<file path="src/rtl/fs_cmd_parser.sv">
// fs_cmd_parser: framed register read/write command decoder for the fast-serial path.
// Frame: 0xA5, CMD ('W' 0x57 / 'R' 0x52), ADDR, DATA (writes only); one response byte per frame.
// R0..R2 read/write (R0 drives o_led), R3 read-only VERSION.
// Optional macro FS_CMD_TIMEOUT_EN: inter-byte timeout that abandons a partial frame.
module fs_cmd_parser #(
  parameter int unsigned TIMEOUT_CYCLES = 100000,
  parameter logic [7:0]  VERSION        = 8'h01
) (
  input  logic       i_clk,
  input  logic       i_rst_n,
  input  logic [7:0] i_rx_data,
  input  logic       i_rx_ready,
  input  logic       i_tx_busy,
  output logic [7:0] o_tx_data,
  output logic       o_tx_write,
  output logic [7:0] o_led,
  output logic       o_err
);

  localparam logic [7:0] SYNC  = 8'hA5;
  localparam logic [7:0] CMD_W = 8'h57;
  localparam logic [7:0] CMD_R = 8'h52;
  localparam logic [7:0] ACK   = 8'h06;
  localparam logic [7:0] NAK   = 8'h15;

  // Elaboration-time guard on the timeout range
  if (TIMEOUT_CYCLES < 1 || TIMEOUT_CYCLES > 32'h00FF_FFFF) begin : g_bad_timeout
    $error("fs_cmd_parser: TIMEOUT_CYCLES out of range 1..2^24-1");
  end

  typedef enum logic [2:0] {
    S_IDLE,
    S_CMD,
    S_ADDR,
    S_DATA,
    S_EXEC,
    S_TX_REQ,
    S_TX_WAIT
  } state_t;

  state_t     state;
  logic       rx_prev;
  logic [7:0] cmd_q;
  logic [7:0] addr_q;
  logic [7:0] data_q;
  logic [7:0] reg0;
  logic [7:0] reg1;
  logic [7:0] reg2;

  logic       accept_c;
  logic       timeout_c;
  logic [7:0] resp_c;
  logic       wr_en_c;

  assign accept_c = i_rx_ready & ~rx_prev;
  assign o_led    = reg0;

`ifdef FS_CMD_TIMEOUT_EN
  localparam int unsigned CNT_W = 24;

  logic [CNT_W-1:0] to_cnt;
  logic             in_frame_c;

  assign in_frame_c = (state == S_CMD) || (state == S_ADDR) || (state == S_DATA);
  assign timeout_c  = in_frame_c && !accept_c &&
                      (to_cnt == CNT_W'(TIMEOUT_CYCLES - 1));

  // Inter-byte silence counter; only runs inside a partial frame
  always_ff @(posedge i_clk or negedge i_rst_n) begin
    if (!i_rst_n) begin
      to_cnt <= '0;
    end else if (!in_frame_c || accept_c || timeout_c) begin
      to_cnt <= '0;
    end else begin
      to_cnt <= to_cnt + CNT_W'(1);
    end
  end
`else
  assign timeout_c = 1'b0;
`endif

  // Response selection for the frame held in cmd_q/addr_q
  always_comb begin
    resp_c  = NAK;
    wr_en_c = 1'b0;
    if (cmd_q == CMD_W && addr_q <= 8'd2) begin
      resp_c  = ACK;
      wr_en_c = 1'b1;
    end else if (cmd_q == CMD_R) begin
      case (addr_q)
        8'd0:    resp_c = reg0;
        8'd1:    resp_c = reg1;
        8'd2:    resp_c = reg2;
        8'd3:    resp_c = VERSION;
        default: resp_c = NAK;
      endcase
    end
  end

  // Frame parser, register file and transmit handshake
  always_ff @(posedge i_clk or negedge i_rst_n) begin
    if (!i_rst_n) begin
      state      <= S_IDLE;
      rx_prev    <= 1'b0;
      cmd_q      <= 8'h00;
      addr_q     <= 8'h00;
      data_q     <= 8'h00;
      reg0       <= 8'h00;
      reg1       <= 8'h00;
      reg2       <= 8'h00;
      o_tx_data  <= 8'h00;
      o_tx_write <= 1'b0;
      o_err      <= 1'b0;
    end else begin
      rx_prev <= i_rx_ready;
      o_err   <= 1'b0;
      case (state)
        S_IDLE: begin
          if (accept_c && i_rx_data == SYNC) begin
            state <= S_CMD;
          end
        end
        S_CMD: begin
          if (accept_c) begin
            cmd_q <= i_rx_data;
            state <= S_ADDR;
          end else if (timeout_c) begin
            o_err <= 1'b1;
            state <= S_IDLE;
          end
        end
        S_ADDR: begin
          if (accept_c) begin
            addr_q <= i_rx_data;
            state  <= (cmd_q == CMD_W) ? S_DATA : S_EXEC;
          end else if (timeout_c) begin
            o_err <= 1'b1;
            state <= S_IDLE;
          end
        end
        S_DATA: begin
          if (accept_c) begin
            data_q <= i_rx_data;
            state  <= S_EXEC;
          end else if (timeout_c) begin
            o_err <= 1'b1;
            state <= S_IDLE;
          end
        end
        S_EXEC: begin
          o_err      <= accept_c;
          o_tx_data  <= resp_c;
          o_tx_write <= 1'b1;
          if (wr_en_c) begin
            case (addr_q[1:0])
              2'd0:    reg0 <= data_q;
              2'd1:    reg1 <= data_q;
              default: reg2 <= data_q;
            endcase
          end
          state <= S_TX_REQ;
        end
        S_TX_REQ: begin
          o_err <= accept_c;
          if (i_tx_busy) begin
            o_tx_write <= 1'b0;
            state      <= S_TX_WAIT;
          end
        end
        S_TX_WAIT: begin
          o_err <= accept_c;
          if (!i_tx_busy) begin
            state <= S_IDLE;
          end
        end
        default: begin
          state <= S_IDLE;
        end
      endcase
    end
  end

endmodule

</file>
<file path="config.mk">
export PLATFORM = sky130hd
export DESIGN_NAME = fs_cmd_parser
export DESIGN_NICKNAME = d
export VERILOG_FILES = /design/src/rtl/fs_cmd_parser.sv
export SDC_FILE = /design/constraint.sdc
export NUM_CORES = 1
export LEC_CHECK = 0
export CELL_PAD_IN_SITES_DETAIL_PLACEMENT = 1
export CELL_PAD_IN_SITES_GLOBAL_PLACEMENT = 1
export CORE_ASPECT_RATIO = 1.2
export CORE_MARGIN = 2
export CORE_UTILIZATION = 46
export CTS_CLUSTER_SIZE = 20
export DETAILED_ROUTE_END_ITERATION = 10
export PLACE_DENSITY = 0.78
export SETUP_SLACK_MARGIN = 0.02
export SLEW_MARGIN = 20
export SYNTH_ARGS = -nofsm -noshare
export SYNTH_HDL_FRONTEND = slang
export SYNTH_SLANG_ARGS = --single-unit
</file>
<file path="constraint.sdc">
create_clock -name i_clk -period 2.47 [get_ports i_clk]
set_input_delay 0.494 -clock i_clk [delete_from_list [all_inputs] [get_ports i_clk]]
set_output_delay 0.494 -clock i_clk [all_outputs]
set_load 0.1 [all_outputs]
</file>
* After elaboration in Yosys (flattened, before gate mapping) *
Index checks and enable logic that the tools add are counted.

cells by class
  equality and inequality tests = 19
  reductions and logical operators = 16
  $lt $le $gt $ge = 1
  bitwise operators = 3
  multiplexer cells = 15

operator list
  cell                                                                    number
  8-bit case mux with 4 select lines                                      1
  3-bit 2-to-1 mux                                                        7
  3-bit case mux with 7 select lines                                      1
  8-bit by 2-bit == test with 1-bit output (second input constant)        2
  8-bit by 7-bit == test with 1-bit output (second input constant)        2
  8-bit 2-to-1 mux                                                        2
  2-bit != test (second input constant)                                   6
  3-bit == test (second input constant)                                   3
  3-bit AND reduction                                                     3
  8-bit by 1-bit == test with 1-bit output (second input constant)        1
  8-bit == test (second input constant)                                   1
  8-bit by 2-bit <= comparator with 1-bit output (second input constant)  1
  8-bit logical NOT                                                       1
  2-bit AND reduction                                                     4
  3-bit by 2-bit == test with 1-bit output (second input constant)        2
  6-bit AND reduction                                                     1
  3-bit by 1-bit == test with 1-bit output (second input constant)        1
  3-bit logical NOT                                                       1
  1-bit 2-to-1 mux                                                        3
  3-bit OR reduction                                                      1
  2-bit by 1-bit == test with 1-bit output (second input constant)        1
  1-bit logical AND                                                       2
  2-bit logical NOT                                                       1
  1-bit inverter                                                          2
  4 further kinds                                                         4

word-level totals
  word-level logic and storage cells = 65
  register bits after elaboration = 62

* Logic depth before layout (Yosys ltp) *
  word-level depth = 5
  depth in mapped cells = 6
  mapped depth without buffers = 4

* Worst setup path after synthesis *
No wires, ideal clock.

  path type = register to register
  start point = register state[0]
  end point = register reg1[0]
  cell stages (with the launch flop) = 7
  path buffers = 2
  path slack = 246 ps
  library setup time = 125 ps
  data arrival time = 2100 ps
  cells stage by stage = dfrtp_1 buf_2 or3b_1 buf_6 a211o_4 nor4b_4 mux2_2

on the way
  word-level cells in the longest chain between the ends = 2

ends and longest elaborated chain
  element                        line  RTL
  from (decl)                    41    state_t state;
  from (signal assigned)         135   state <= (cmd_q == CMD_W) ? S_DATA : S_EXEC;
  3-bit == test                  117   case (state)
  3-bit AND reduction (no line)  n/a
  to (signal assigned)           157   2'd1: reg1 <= data_q;
  to (decl)                      47    logic [7:0] reg1;

Every way passes these cells.
A chain may end at the register's enable or synchronous reset.

* Worst setup path after layout *
  start point = register addr_q[3]
  end point = register reg1[7]

on the way
  word-level cells in the longest chain between the ends = 4

ends and longest elaborated chain
  element                                         line  RTL
  from (decl)                                     44    logic [7:0] addr_q;
  from (signal assigned)                          134   addr_q <= i_rx_data;
  8-bit by 2-bit <= comparator with 1-bit output  86    if (cmd_q == CMD_W && addr_q <= 8'd2) begin
  1-bit logical AND                               86
  1-bit 2-to-1 mux                                86
  3-bit AND reduction (no line)                   n/a

Every way passes these cells.

==> results.md <==
- Leakage power figure: about 0.0016 µW
- Yosys synthesis warning count: 0
- Synthesized cell area: 0.00276 mm²
- Worst IR drop on VDD: 0.600 mV
- Share of post-route cells with drive strength above 1: 40.2%
- Final Hold Fails: 0
- Global-route usage over all layers: 21.2%
- Slack of the critical path: 0.224 ns
- Site row count: 30
- Worst hold path type: in2async
- Worst path arrival time: around 2.5 ns
- TritonCTS Sinks: 62
- Number of enable flip-flop cells after synthesis: 0
- Antenna violations before repair: 0
- Post-synthesis sequential element count: 62
- Ordered list of cells on the worst path: nor4_1, nand4_1, nor4b_4, buf_4, mux2_2
- Non-filler cells in the finished layout: 336
- Area enclosed by the die boundary: 0.00663 mm²
- Detailed-route wire length: 6140 µm
- CTS clk-pin slew, worst paths: 0.07 ns
- Average instance area after synthesis: 13.4 µm²
- Final #Nets: 263
- R2R depth: 5
- Sort of element at the start of the critical path: flip-flop
- Worst clock skew: 0.00736 ns
- Via count: 1,824
- Slack of the worst reg-to-reg path: 0.22 ns
- TritonCTS Buffers: 9
- Number of vias per cell after detailed routing: 5.43
- DR DRC count: 0
- Seq/Total Area, Yosys: 56.3%
- Summed negative setup slack over all endpoints: 0 ns
- Vias in the first global route: 1,913
- Cell at the root of the clock tree: sky130_fd_sc_hd__clkbuf_8
- Share of the cycle needed by the critical path after routing: between 90% and 100%
- Maximum number of pins on one net before global-route repair: between 60 and 70
- Cell variety after synth: 39
- Total power of the final layout: 3600 µW
- Top_reg_cell synth: sky130_fd_sc_hd__dfrtp_1
- Post-synth ARST share: 100%
- Critical path buffer and inverter count: 1
- Vertical die dimension: 88.8 µm
- Initial cell density of the core: roughly half
- Final weighted congestion in routability-driven placement: 0.761
- Kind of capture point of the worst setup path: flip-flop
- Starting DRT DRC Count: 61
- Level count of the clock H-tree: 3
- Number of buffer cells added on primary ports: 29
- Slew Viols, Final: 0
- Power per unit of standard cell area: 1070 mW/mm²
- Worst slack at placement: 0.136 ns
- Placed wire-length estimate after detailed placement: 4240 µm
- Mapped Nets: 218
- Post-CTS repair timing setup buffer count: 0
- Cell family contributing the most delay on the critical path: simple AND/OR/NAND/NOR gates
- Maximum clock rate: 0.445 GHz
- Slew at the pin with the worst max-slew slack: 0.773 ns
- Setup CP Type: reg2reg
- Buffers from clock root to sink, at most: 2
- CTS tree: built
- Cells after DPL: 320
- First-pass GRT wire length: approximately 10,000 µm
- Cell depth of the worst setup path: 5
- Relative area change from synthesis to final layout: 22.4%
- Shortest clock period the worst path allows after layout: 2.25 ns
- Worst Hold Margin: about 0.31 ns
- Global route overflow: 0
- Outcome: completed
- Clock network latency to the later pin of the worst-skew pair: 0.35 ns
- Unrepaired setup endpoints after global routing: false
- Critical Path Slowest Stage Cell: sky130_fd_sc_hd__nor4_1
- Core Region: between 0.005 and 0.006 mm²
- Gate count of the mapped netlist: 206
- Top Ports: 30
- Antenna cells: 0
- Die X: 74.7 µm
- # Max-Cap Violations: 0
- Number of setup violations in the final report: 0
- Routed wire length per instance: 18.3 µm
- Worst setup startpoint: addr_q[3]$_DFFE_PN0P_
- CP required: 2.71 ns
- Router iterations before antenna repair: 6
- Largest fanout of any net on the critical path: 8
- Stage delay of the slowest cell on the critical path: 0.45 ns
- Remaining antenna violation count after routing: 0
- Startpoint of the most critical register-to-register path: addr_q[3]$_DFFE_PN0P_
- Slew margin rel.: between 40 and 50%
==> sequential cells by signal, summed over array words and instances (netlist names) <==
register / flops
addr_q: 8
cmd_q: 8
data_q: 8
o_led: 8
o_tx_data: 8
reg1: 8
reg2: 8
state: 3
o_err: 1
o_tx_write: 1
rx_prev: 1
==> repair_timing <==
item,CTS,global route
endpoints found under the setup margin,0,3
hold buffers,0,0
gates resized for setup,0,0
==> cell usage in the layout, fill, tap and decap left out, types with 4 or more instances in the layout <==
| master | synthesis | layout |
|---|---|---|
| sky130_fd_sc_hd__mux2i_1 | 9 | 9 |
| sky130_fd_sc_hd__nor2_1 | 9 | 9 |
| sky130_fd_sc_hd__buf_4 | 1 | 32 |
| sky130_fd_sc_hd__nand2_1 | 10 | 10 |
| sky130_fd_sc_hd__a21oi_1 | 7 | 7 |
| sky130_fd_sc_hd__o21ai_0 | 6 | 6 |
| sky130_fd_sc_hd__nand3b_1 | 4 | 4 |
| sky130_fd_sc_hd__mux2_2 | 49 | 49 |
| sky130_fd_sc_hd__clkdlybuf4s50_1 | 0 | 10 |
| sky130_fd_sc_hd__dfrtp_1 | 62 | 62 |
| sky130_fd_sc_hd__clkbuf_8 | 0 | 13 |
==> layer usage <==
metal | share of wire (%) | GRT usage [%]
met3 | 2.9 | 5.13
met4 | 1.7 | 9.74
met2 | 51 | 34.9
met1 | 44 | 26.1
met5 | 0 | 0
==> synth_stat cells (2+ instances only) <==
cell type	number	area [µm²]
sky130_fd_sc_hd__nand2_1	10	37.5
sky130_fd_sc_hd__nor4_1	2	12.5
sky130_fd_sc_hd__clkbuf_1	5	18.8
sky130_fd_sc_hd__o2bb2ai_1	2	17.5
sky130_fd_sc_hd__nand3_1	2	10.0
sky130_fd_sc_hd__buf_2	2	10.0
sky130_fd_sc_hd__o21ai_0	6	30.0
sky130_fd_sc_hd__a21o_1	2	15.0
sky130_fd_sc_hd__nor3b_1	2	15.0
sky130_fd_sc_hd__a2111oi_0	2	17.5
sky130_fd_sc_hd__dfrtp_1	62	1550
sky130_fd_sc_hd__mux2i_1	9	90.1
sky130_fd_sc_hd__nand4_1	2	12.5
sky130_fd_sc_hd__nor2_1	9	33.8
sky130_fd_sc_hd__o22a_1	3	26.3
sky130_fd_sc_hd__mux2_2	49	552
sky130_fd_sc_hd__and4_1	2	17.5
sky130_fd_sc_hd__a21oi_1	7	35.0
sky130_fd_sc_hd__nand2b_1	2	12.5
sky130_fd_sc_hd__nor4bb_1	3	30.0
sky130_fd_sc_hd__nor2b_1	2	12.5
sky130_fd_sc_hd__nand3b_1	4	30.0
==> final cells by class <==
type,count,area (µm²)
fill,593,2330
timing repair buffer,43,345
multi-input combinational,134,1150
clock buffer,13,179
tap,80,100
clock inverter,3,40.0
sequential,62,1550
inverter,1,3.75
==> path summary, 6_finish.rpt <==
check,endpoint
max,reg1[7]$_DFFE_PN0P_
min,cmd_q[1]$_DFFE_PN0P_
max reg2reg,reg1[7]$_DFFE_PN0P_
min reg2reg,o_tx_data[4]$_DFFE_PN0P_
max in group asynchronous,o_tx_data[5]$_DFFE_PN0P_
min in group i_clk,o_tx_data[4]$_DFFE_PN0P_
==> kinds of logic after synthesis <==
kind of cell,after synthesis,synth area share (%)
AO/OA/AOI/OAI,26,6.59
buffers and inverters,10,1.86
flip-flops,62,56.3
multiplexers,58,23.3
AND/OR/NAND/NOR,50,11.9
==> through the flow <==
stage	cell area (µm²)	utilization [%]
floorplan	2760	-
global placement	3150	55.3
detailed placement	3150	55.3
CTS	3370	59.1
global route	3370	59.1
finish	3370	59.1
==> power by group <==
part / switching [µW] / internal, µW / total (µW) / leakage, µW
Sequential: 257 / 1260 / 1520 / 0.000808
Clock: 389 / 572 / 961 / 0.000115
Combinational: 653 / 469 / 1120 / 0.000643
Total: 1300 / 2310 / 3600 / 0.00157
Note: power is estimated with default switching activity, not from simulation.
